[src/rtl/video_timing_rx.sv]
// Receive-side video timing recovery: rebuilds column/row/linear address from a
// strobed de/vsync stream and checks line and frame geometry.
module video_timing_rx #(
    parameter int H_ACTIVE = 640,
    parameter int V_ACTIVE = 480,
    parameter int ADDR_W   = 20
) (
    input  logic              clk,
    input  logic              n_rst,
    input  logic              pixel_en,
    input  logic              de,
    input  logic              vsync,
    output logic              pixel_valid,
    output logic [9:0]        pix_col,
    output logic [9:0]        pix_row,
    output logic [ADDR_W-1:0] pix_addr,
    output logic              line_done,
    output logic              frame_done,
    output logic              locked,
    output logic              err_line,
    output logic              err_frame
);

    localparam logic [9:0] H_MAX = 10'(H_ACTIVE);
    localparam logic [9:0] V_MAX = 10'(V_ACTIVE);

    typedef enum logic [1:0] {SEEK, ACQUIRE, LOCKED} state_t;

    state_t            state, next_state;
    logic [9:0]        col, row, next_col, next_row;
    logic [ADDR_W-1:0] addr, next_addr;
    logic              prev_de, prev_vsync;
    logic              vsync_rise, de_fall;

    logic              next_pixel_valid, next_line_done, next_frame_done;
    logic              next_err_line, next_err_frame, next_locked;
    logic [9:0]        next_pix_col, next_pix_row;
    logic [ADDR_W-1:0] next_pix_addr;

    assign vsync_rise = vsync & ~prev_vsync;
    assign de_fall    = ~de & prev_de;

    // Events on one beat are resolved in order: line check, frame check, pixel.
    always_comb begin
        next_state       = state;
        next_col         = col;
        next_row         = row;
        next_addr        = addr;
        next_pixel_valid = 1'b0;
        next_line_done   = 1'b0;
        next_frame_done  = 1'b0;
        next_err_line    = 1'b0;
        next_err_frame   = 1'b0;
        next_locked      = locked;
        next_pix_col     = pix_col;
        next_pix_row     = pix_row;
        next_pix_addr    = pix_addr;

        if (pixel_en) begin
            if (state != SEEK && de_fall) begin
                if (col == H_MAX) begin
                    if (row == V_MAX) begin
                        next_err_frame = 1'b1;
                        next_locked    = 1'b0;
                        next_state     = SEEK;
                    end else begin
                        next_line_done = 1'b1;
                        next_row       = row + 10'd1;
                        next_col       = '0;
                    end
                end else begin
                    next_err_line = 1'b1;
                    next_locked   = 1'b0;
                    next_state    = SEEK;
                end
            end

            if (vsync_rise) begin
                if (next_state == SEEK) begin
                    next_state = ACQUIRE;
                end else if (next_row == V_MAX) begin
                    next_frame_done = 1'b1;
                    next_locked     = 1'b1;
                    next_state      = LOCKED;
                end else begin
                    next_err_frame = 1'b1;
                    next_locked    = 1'b0;
                    next_state     = ACQUIRE;
                end
                next_col  = '0;
                next_row  = '0;
                next_addr = '0;
            end

            if (next_state != SEEK && de) begin
                if (next_col < H_MAX) begin
                    next_pixel_valid = 1'b1;
                    next_pix_col     = next_col;
                    next_pix_row     = next_row;
                    next_pix_addr    = next_addr;
                    next_col         = next_col + 10'd1;
                    next_addr        = next_addr + ADDR_W'(1);
                end else begin
                    next_err_line = 1'b1;
                    next_locked   = 1'b0;
                    next_state    = SEEK;
                end
            end
        end
    end

    always_ff @(posedge clk or negedge n_rst) begin
        if (!n_rst) begin
            state       <= SEEK;
            col         <= '0;
            row         <= '0;
            addr        <= '0;
            prev_de     <= 1'b0;
            prev_vsync  <= 1'b0;
            pixel_valid <= 1'b0;
            pix_col     <= '0;
            pix_row     <= '0;
            pix_addr    <= '0;
            line_done   <= 1'b0;
            frame_done  <= 1'b0;
            locked      <= 1'b0;
            err_line    <= 1'b0;
            err_frame   <= 1'b0;
        end else begin
            state       <= next_state;
            col         <= next_col;
            row         <= next_row;
            addr        <= next_addr;
            if (pixel_en) begin
                prev_de    <= de;
                prev_vsync <= vsync;
            end
            pixel_valid <= next_pixel_valid;
            pix_col     <= next_pix_col;
            pix_row     <= next_pix_row;
            pix_addr    <= next_pix_addr;
            line_done   <= next_line_done;
            frame_done  <= next_frame_done;
            locked      <= next_locked;
            err_line    <= next_err_line;
            err_frame   <= next_err_frame;
        end
    end

endmodule

[config.mk]
export PLATFORM = sky130hd
export DESIGN_NAME = video_timing_rx
export DESIGN_NICKNAME = d
export VERILOG_FILES = /design/src/rtl/video_timing_rx.sv
export SDC_FILE = /design/constraint.sdc
export NUM_CORES = 1
export LEC_CHECK = 0
export BUFFER_PORTS_ARGS = -buffer_cell sky130_fd_sc_hd__buf_2
export CORE_UTILIZATION = 35
export DETAILED_ROUTE_END_ITERATION = 12
export GPL_TIMING_DRIVEN = 1
export PLACE_DENSITY = 0.59
export SETUP_SLACK_MARGIN = 0.3
export SLEW_MARGIN = 10
export SYNTH_ARGS = -nofsm -noshare
export SYNTH_HDL_FRONTEND = slang
export SYNTH_SLANG_ARGS = --single-unit
[constraint.sdc]
create_clock -name clk -period 4.7 [get_ports clk]
set_clock_uncertainty 0.15 [all_clocks]
set_input_delay 1.41 -clock clk [delete_from_list [all_inputs] [get_ports clk]]
set_output_delay 1.41 -clock clk [all_outputs]
set_load 0.02 [all_outputs]
==> impl_metrics.toml, run 1 <==
[logic_synthesis]
ys.warnings.count = 0
synth_top_area_frac = 0.502
synth.avg_cell_area_um2 = 9.47
synth.lib_cells_used.distinct = 54
synthesis.area_um2 = 4490
synth-seq-cells = 90
syn_inst = 474
yosysTopAreaCell = "dfrtp_1"
synth_area_leaders = "dfrtp_1, nand2_1, o21ai_0"
ys_seq_area_frac = 0.502
synthesis.nets = 483

[finish]
register_area_um2 = 2250
n_fill_cell = 1254
nets = 530
syn2layout_area_growth_pct = 16.8
fin_area_um2 = 5240
drive_gt1_frac = 0.183
multiInputGateArea_um2 = 2100
antenna_cells = 0
final_util = 0.417

[power_and_ir_drop]
irDropWorstVdd_mv = 0.145
combPwrFrac = 0.130
p_leak_nw = 2.30
p_int_mw = 1.37
p_per_area_nw_per_um2 = 355
clkPwrFrac = 0.409
p_seq_frac = 0.461
total_power_mw = 1.86
swShare = 0.264
p_switching_mw = 0.492

[cts]
numClockSinks = 90
post_cts.repair.setup_buffers = 0
htree_levels = 3
clk_pin_slew_ns = 0.07
cts.path.max_buffers = 2
cts_tree = "done"
clockRootBuffer = "clkbuf_16"
clk_latency_ns = 0.34
cts_resized = 0
ctsHoldBuffers = 0
cts_made_buffers = 9

[critical_path]
crit_arrival_ns = 3.52
slowest_stage = "or4_4"
reg2regPathDepth = 11
criticalPathCategory = "reg2reg"
cp_num_buf_inv = 1
crit_path_max_fanout = 5
cp-start-kind = "flop"
cp.depth = 11
path_cells = "inv_1, ha_1, or3b_4, or4_4, a31oi_4, and2_1, ha_1, nand3_1, nor3_1, nand3_1, xor2_1"
cp_top_family = "simple AND/OR/NAND/NOR gates"
max_stage_delay_ns = 0.58
end_kind = "flop"
cp_data_required_time_ns = 4.77

[placement]
finalWeightedCongestion = 0.931
place_area_um2 = 4930
portBuffers = 50
place_hpwl_um = 7280

[grt]
grtUsageTotal = 0.171
grt_max_degree = 75
grt-ovfl-total = 0
grt_pass1_wl_um = 17600
grt_pass1_vias = 3500
antenna_found_initial = 0

[detailed_routing]
routed-via-count = 3582
vias_per_cell = 5.13
drc = 0
drtPass1Iterations = 6
ant_nets = 0
dr.first_iter.drc_count = 294
wl_per_cell_um = 15.2
wirelength_um = 10600

[min_path]
min-delay-path-class = "reg2reg"
holdPathStages = 2

[sta]
final.min_clock_period_ns = 3.45
setup_violations = 0
fmax_ghz = 0.290
fin_tns_setup_ns = 0
tightest_slew_ns = 0.953
hold-worst-slack_ns = 0.323
final_max_slew_viol_count = 0
rsz0062_at_grt = "false"
hold_viol_final = 0
post-route-period-util = 0.735
slew_headroom = 0.365

[outcome]
status = "completed"

[floorplan]
initial_core_util = 0.357
coreArea_um2 = 12600
die_w_um = 115
placementRows = 41
die_y_um = 115
boundaryPins = 51
die_area_um2 = 13300

[flow_run]
timing.max_cap.violations = 0
==> worst reg2reg max path, cell delays in order, from the launching register on <==
cell and delay [ns]:
dfrtp_1 0.41, inv_1 0.18, ha_1 0.18, or3b_4 0.41, or4_4 0.58, a31oi_4 0.25, and2_1 0.21, ha_1 0.18
nand3_1 0.08, nor3_1 0.36, nand3_1 0.16, xor2_1 0.18
==> power by group through the flow <==
stage | sequential (mW) | clock, mW | combinational, mW
2_1_floorplan | 0.892 | 0 | 0.134
3_3_place_gp | 0.872 | 0 | 0.239
3_5_place_dp | 0.873 | 0 | 0.245
4_1_cts | 0.859 | 0.781 | 0.245
5_1_grt | 0.868 | 0.814 | 0.269
6_report | 0.859 | 0.763 | 0.242
==> per-stage QoR <==
| step | instances | setup slack, ns |
|---|---|---|
| after floorplan | 474 | 1.27 |
| after global placement | 682 | 0.994 |
| after detailed placement | 682 | 0.925 |
| after CTS | 698 | 1.27 |
| after global routing | 698 | 1.06 |
| final | 698 | 1.25 |
==> sequential cells by signal (all words and copies together), names as in the netlist, 2 cells and up <==
| signal | cells |
|---|---|
| pix_col | 10 |
| pix_row | 10 |
| addr | 20 |
| row | 10 |
| col | 10 |
| pix_addr | 20 |
| state | 2 |
==> cells in the final DEF, fill, tap and decap left out, types with 3 or more instances in the layout <==
master | synthesis | routed
xnor2_1 | 10 | 10
xor2_1 | 18 | 18
nand2b_1 | 3 | 3
mux2i_1 | 5 | 5
nand2_1 | 117 | 117
a31oi_1 | 3 | 3
and2_1 | 8 | 8
clkbuf_16 | 0 | 9
buf_4 | 2 | 11
nor4_1 | 4 | 4
ha_1 | 4 | 4
a21oi_1 | 3 | 3
inv_1 | 9 | 9
o31ai_1 | 13 | 13
buf_2 | 10 | 49
nor2b_1 | 4 | 4
nor3_1 | 6 | 6
clkbuf_1 | 12 | 3
nand3_1 | 20 | 20
nand4_1 | 7 | 7
o22ai_1 | 3 | 3
mux2_2 | 8 | 8
dfrtp_1 | 90 | 90
or3_1 | 4 | 4
a22o_1 | 5 | 5
o21ai_0 | 44 | 44
nor2_1 | 15 | 15
o21a_1 | 3 | 3
and3_1 | 11 | 11
==> area by class of cell <==
cell class | instances | share of cell area
timing repair buffer | 60 | 0.0625
clock inverter | 4 | 0.0146
sequential | 90 | 0.430
tap | 172 | 0.0411
clock buffer | 12 | 0.0451
inverter | 10 | 0.00716
multi-input combinational | 350 | 0.400
==> synthesized netlist by cell type, drive strengths merged <==
library cell	n
a2111oi	1
a211oi	2
a21boi	2
a21oi	3
a22o	5
a31oi	4
and2	8
and3	11
and4	2
buf	12
clkbuf	12
dfrtp	90
ha	4
inv	10
mux2	8
mux2i	5
nand2	117
nand2b	3
nand3	20
nand3b	2
nand4	8
nand4b	2
nor2	16
nor2b	4
nor3	7
nor3b	2
nor4	7
nor4b	2
o2111a	1
o21a	3
o21ai	47
o22ai	3
o311ai	3
o31ai	13
or3	4
or3b	1
or4	2
xnor2	10
xor2	18
==> path summary, 6_finish.rpt <==
| kind | slack, ns | from | to |
|---|---|---|---|
| setup / recovery | 1.25 | row[0] | col[6] |
| min in group asynchronous | 1.04 | n_rst | row[7] |
| hold reg to reg | 0.32 | pix_col[4] | pix_col[4] |
| hold / removal | 0.32 | pix_col[4] | pix_col[4] |
| max in group asynchronous | 2.59 | n_rst | pix_addr[7] |
| setup reg to reg | 1.25 | row[0] | col[6] |
==> layer usage <==
layer  wire length [um]  vias up  track usage
li1                   -     1746            -
met1               5200     1724        0.246
met2               4740       96        0.252
met3                476       16       0.0306
met4                172        0       0.0710
met5                  0        -            0
==> logic make-up after synthesis <==
| kind of cell | after synthesis | share of synthesized area |
|---|---|---|
| XOR/XNOR | 28 | 0.0546 |
| AO/OA/AOI/OAI | 87 | 0.128 |
| multiplexers | 13 | 0.0312 |
| flip-flops | 90 | 0.502 |
| adder cells (fa/ha/maj) | 4 | 0.0111 |
| AND/OR/NAND/NOR | 218 | 0.240 |
| buffers and inverters | 34 | 0.0329 |
Power figures use the tool's default switching activity.
==> run 2: changes to the inputs <==
--- a/config.mk
+++ b/config.mk
@@ -9,7 +9,7 @@
 export CORE_UTILIZATION = 35
 export DETAILED_ROUTE_END_ITERATION = 12
 export GPL_TIMING_DRIVEN = 1
-export PLACE_DENSITY = 0.59
+export PLACE_DENSITY = 0.61
 export SETUP_SLACK_MARGIN = 0.3
 export SLEW_MARGIN = 10
 export SYNTH_ARGS = -nofsm -noshare
==> constraint.sdc (replaced) <==
create_clock -name clk -period 3 [get_ports clk]
set_clock_uncertainty 0.15 [all_clocks]
set_input_delay 0.9 -clock clk [delete_from_list [all_inputs] [get_ports clk]]
set_output_delay 0.9 -clock clk [all_outputs]
set_load 0.02 [all_outputs]
==> run 2 against run 1 <==
Against the previous run: total power increased by 63%; core utilization increased by 5.2 points; global-route usage increased by 0.67 points; non-clock buffer count increased by 45; maximum frequency increased by 21%; cell area increased by 13%; via count increased by 6.6%; largest cell class is now multi-input gates.
==> impl_metrics.toml, run 2 (synthesis results as in run 1) <==
[detailed_routing]
drtPass1Iterations = 5
dr.first_iter.drc_count = 227
wl_per_cell_um = 15.4
drc = 0
ant_nets = 0
wirelength_um = 11500
routed-via-count = 3818
vias_per_cell = 5.13

[grt]
grtUsageTotal = 0.177
grt-ovfl-total = 0
met3_usage = 0.0416
grt_pass1_wl_um = 18300
busiest_layer = "met2"
grt_max_degree = 91
grt_use_met1 = 0.242
met2_usage = 0.276
antenna_found_initial = 0
grt_pass1_vias = 3658

[floorplan]
die_w_um = 115
boundaryPins = 51
die_y_um = 115
coreArea_um2 = 12600
die_area_um2 = 13300
initial_core_util = 0.357
placementRows = 41

[placement]
finalWeightedCongestion = 0.894
portBuffers = 50
place_ws_ns = 0.00444
place_hpwl_um = 7340

[power_and_ir_drop]
p_leak_nw = 2.61
p_per_area_nw_per_um2 = 515
combPwrFrac = 0.166
clkPwrFrac = 0.389
swShare = 0.282
irDropWorstVdd_mv = 0.282
p_seq_frac = 0.445
p_int_mw = 2.18
p_switching_mw = 0.859

[sta]
setup_ws_ns = 0.150
final_max_slew_viol_count = 0
tightest_slew_ns = 0.542
final.min_clock_period_ns = 2.85
setup_violations = 0
fmax_ghz = 0.351
hold_viol_final = 0
slew_headroom = 0.636
rsz0062_at_grt = "true"
fin_tns_setup_ns = 0
post-route-period-util = 0.950

[finish]
layout_common_cells = "nand2_1, dfrtp_1, buf_2"
syn2layout_area_growth_pct = 31.5
layout_commonest_cell = "nand2_1"
antenna_cells = 0
reg_top3 = "addr (20), pix_addr (20)"
nets = 576
drive_gt1_frac = 0.313

[critical_path]
reg2reg_to = "col[8]"
rr_startpoint = "row[0]"
end_kind = "flop"
cp-start-kind = "flop"
crit_path_max_fanout = 3
criticalPathCategory = "reg2reg"
crit_arrival_ns = 2.93
reg2regPathDepth = 11
cp_data_required_time_ns = 3.08
reg2reg_slack_ns = 0.15

[cts]
numClockSinks = 90
cts.path.max_buffers = 2
ctsHoldBuffers = 0
clk_latency_ns = 0.35
htree_levels = 3
cts_tree = "done"
clk_pin_slew_ns = 0.07
cts_made_buffers = 9
clockRootBuffer = "clkbuf_16"

[min_path]
hold_start = "pix_col[4]"
min-delay-path-class = "reg2reg"
holdPathEnd = "pix_col[4]"
holdPathStages = 2

[flow_run]
timing.max_cap.violations = 0

[outcome]
status = "completed"
==> run 2: cell types whose count changed in the layout (fill, tap and decap cells not counted), sizes merged <==
| cell | change |
|---|---|
| buf | +44 |
| bufinv | -1 |
| clkbuf | -1 |
| clkinv | +1 |
| inv | +2 |
| o2111a | +1 |
==> run 2: power by group through the flow <==
| stage | registers (mW) | clock network, mW | logic, mW |
|---|---|---|---|
| after floorplan | 1.40 | 0 | 0.240 |
| after global placement | 1.37 | 0 | 0.432 |
| after detailed placement | 1.37 | 0 | 0.444 |
| after CTS | 1.35 | 1.20 | 0.474 |
| after global routing | 1.36 | 1.25 | 0.556 |
| final | 1.35 | 1.18 | 0.506 |
==> run 2: critical path, stage by stage (launching register included) <==
cell and delay [ns]:
dfrtp_1 0.39, inv_2 0.09, ha_4 0.12, or3b_4 0.38
or4_4 0.53, a31oi_4 0.18, and2_4 0.18, ha_4 0.14
nand3_2 0.09, nor3_4 0.17, nand3_1 0.13, xor2_1 0.18
==> run 2: final cells by class <==
| cell class | count | area (um2) |
|---|---|---|
| inverters | 10 | 37.5 |
| repair buffers | 105 | 759 |
| multi-input cells | 351 | 2320 |
| clock inverters | 6 | 72.6 |
| well taps | 172 | 215 |
| flip-flops and latches | 90 | 2250 |
| fillers | 1155 | 6670 |
| clock buffers | 10 | 239 |
==> run 2: timing repair <==
item	CTS	global route
setup endpoints to repair	75	42
pin swaps	9	17
resized for setup	14	23
buffers inserted	11	14
endpoints found under the hold margin	0	0
cloned	0	2
==> run 2: through the flow <==
step	power (mW)	util	instance area, um2	instances	hold WS, ns
after floorplan	1.64	-	4580	474	0.300
after global placement	1.80	0.412	5180	701	0.308
after detailed placement	1.81	0.412	5180	701	0.311
after CTS	3.02	0.451	5670	728	0.326
after global routing	3.17	0.470	5900	744	0.349
final	3.04	0.470	5900	744	0.320
==> run 2: metal layers <==
layer  vias up  wire length, um
met4         0              198
met5         -                0
met2       103             5340
met1      1854             5340
met3        18              581
li1       1843                -
==> run 2: worst max path at each step <==
stage | end | from | slack, ns | depth (start not counted)
5_1_grt | col[8] | row[1] | 0.08 | 11
3_3_place_gp | state[0] | de | 0.08 | 8
6_report | col[8] | row[0] | 0.15 | 11
3_5_place_dp | col[8] | row[0] | 0.004 | 11
2_1_floorplan | col[6] | row[0] | 0.07 | 11
4_1_cts | col[8] | row[1] | 0.21 | 11
==> run 3: changes to the inputs <==
--- a/config.mk
+++ b/config.mk
@@ -9,7 +9,9 @@
 export CORE_UTILIZATION = 35
 export DETAILED_ROUTE_END_ITERATION = 12
 export GPL_TIMING_DRIVEN = 1
-export PLACE_DENSITY = 0.61
+export MAX_ROUTING_LAYER = met4
+export PLACE_DENSITY = 0.59
+export RECOVER_POWER = 100
 export SETUP_SLACK_MARGIN = 0.3
 export SLEW_MARGIN = 10
 export SYNTH_ARGS = -nofsm -noshare
==> constraint.sdc (replaced) <==
create_clock -name clk -period 3.7 [get_ports clk]
set_clock_uncertainty 0.15 [all_clocks]
set_input_delay 1.11 -clock clk [delete_from_list [all_inputs] [get_ports clk]]
set_output_delay 1.11 -clock clk [all_outputs]
set_load 0.02 [all_outputs]
==> run 3 against run 2 <==
Against the previous run: the flow now finishes with violations (max-capacitance violations, max-slew violations); non-clock buffer count shrank 44; worst hold slack gained 0.0073 ns; register-to-register slack improved by 0.18 ns; total power down 22%; combinational power is 41% lower; clock power shrank 18%; via count decreased by 7.0%; flip-flop and latch count is the same; wire length shrank 7.9%; global-route usage up 0.14 points; clock-buffer cell count increased by 1; maximum frequency is 16% lower; critical endpoint is now state[1].
==> impl_metrics.toml, run 3 (synthesis results as in run 1) <==
[grt]
grt_pass1_wl_um = 17700
antenna_found_initial = 0
grt_pass1_vias = 3381
grt-ovfl-total = 0
grt_max_degree = 44
grtUsageTotal = 0.179

[power_and_ir_drop]
swShare = 0.265
p_int_mw = 1.73
clkPwrFrac = 0.409
total_power_mw = 2.36
p_seq_frac = 0.464
irDropWorstVdd_mv = 0.231
p_per_area_nw_per_um2 = 455
p_leak_nw = 2.10
p_switching_mw = 0.626
combPwrFrac = 0.127

[sta]
slew_headroom = -0.401
final.min_clock_period_ns = 3.37
fmax_ghz = 0.296
fin_tns_setup_ns = 0
post-route-period-util = 0.912
final_max_slew_viol_count = 34
tightest_slew_ns = 2.10
setup_violations = 0
hold_viol_final = 0
rsz0062_at_grt = "false"

[floorplan]
die_y_um = 115
initial_core_util = 0.357
die_area_um2 = 13300
boundaryPins = 51
coreArea_um2 = 12600
die_w_um = 115
placementRows = 41

[critical_path]
reg2regPathDepth = 9
crit_arrival_ns = 3.45
path_cells = "inv_1, ha_1, or3b_1, or4_1, nand4_1, mux2_2, nor2_1, nor3b_2, a22o_1"
cp-start-kind = "flop"
end_kind = "flop"
max_stage_delay_ns = 0.64
cp_data_required_time_ns = 3.78
reg2reg_to = "state[1]"
reg2reg_slack_ns = 0.33
slowest_stage = "or4_1"
criticalPathCategory = "reg2reg"
rr_startpoint = "row[0]"
crit_path_max_fanout = 5
crit_path_start = "row[0]"

[flow_run]
timing.max_cap.violations = 1

[placement]
place_area_um2 = 4960
dp_cells = 683
finalWeightedCongestion = 0.856
place_hpwl_um = 7310
portBuffers = 50

[detailed_routing]
drtPass1Iterations = 4
ant_nets = 0
dr.first_iter.drc_count = 288
routed-via-count = 3552
wirelength_um = 10600
vias_per_cell = 5.09
wl_per_cell_um = 15.1
drc = 0

[min_path]
min-delay-path-class = "reg2reg"
holdPathStages = 2
hold_start = "pix_col[3]"
holdPathEnd = "pix_col[3]"

[finish]
syn2layout_area_growth_pct = 15.4
layout_commonest_cell = "nand2_1"
register_area_um2 = 2250
final_cell_count_no_fill = 698
n_fill_cell = 1278
antenna_cells = 0
fin_area_um2 = 5180
layout_common_cells = "nand2_1, dfrtp_1, clkbuf_1"
drive_gt1_frac = 0.0779
reg_top3 = "addr (20), pix_addr (20)"
multiInputGateArea_um2 = 2080
nets = 531

[outcome]
status = "finished with violations"
violations = "max-capacitance violations, max-slew violations"

[cts]
cts_tree = "done"
numClockSinks = 90
htree_levels = 3
clk_pin_slew_ns = 0.06
clockRootBuffer = "clkbuf_16"
clk_latency_ns = 0.34
cts.path.max_buffers = 2
cts_made_buffers = 9
==> run 3: cell count changes in the layout (fill, tap and decap cells not counted), sizes merged <==
cell,change
clkinv,-2
buf,-94
o2111a,-1
inv,-1
bufinv,+1
clkbuf,+51
==> run 3: per-stage QoR <==
stage,worst slack [ns],hold slack [ns],utilization
6_report,0.326,0.327,0.412
5_1_grt,0.155,0.354,0.412
4_1_cts,0.369,0.328,0.419
3_5_place_dp,0.378,0.314,0.395
3_3_place_gp,0.396,0.305,0.395
2_1_floorplan,0.574,0.300,-
==> run 3: power by group through the flow <==
stage	clock network [mW]	registers (mW)	logic (mW)
floorplan	0	1.13	0.170
global placement	0	1.11	0.312
detailed placement	0	1.11	0.314
CTS	0.990	1.09	0.316
global route	1.03	1.10	0.337
finish	0.965	1.09	0.301
==> run 3: worst max path at each step <==
stage | endpoint | slack [ns] | depth (start not counted)
2_1_floorplan | addr[12] | 0.57 | 11
3_3_place_gp | addr[12] | 0.40 | 11
3_5_place_dp | addr[12] | 0.38 | 11
4_1_cts | col[6] | 0.37 | 11
5_1_grt | col[6] | 0.15 | 11
6_report | state[1] | 0.33 | 9
==> run 3: layout make-up <==
cell class | instances | share of cell area
clock inverters | 4 | 0.0147
multi-input cells | 350 | 0.401
clock buffers | 11 | 0.0449
well taps | 172 | 0.0415
flip-flops and latches | 90 | 0.435
inverters | 10 | 0.00725
repair buffers | 61 | 0.0556
==> run 3: critical path, delay by kind of cell (launching register included) <==
kind | cells | cell delay, ns
simple gates | 5 | 1.76
flops | 1 | 0.41
mux | 1 | 0.38
compound gates | 1 | 0.24
buf+inv | 1 | 0.18
fa+ha+maj | 1 | 0.17
==> run 3: metal layers <==
layer,routed length (um),GRT usage,vias up
met4,173,0.0589,0
met5,0,-,-
met2,4610,0.253,81
li1,-,-,1743
met3,413,0.0374,14
met1,5360,0.253,1714
==> run 3: timing repair <==
| action | 4_1_cts | 5_1_grt |
|---|---|---|
| endpoints found under the setup margin | 0 | 2 |
| resized for setup | 0 | 1 |
| setup buffers | 0 | 0 |
| hold buffers | 0 | 0 |
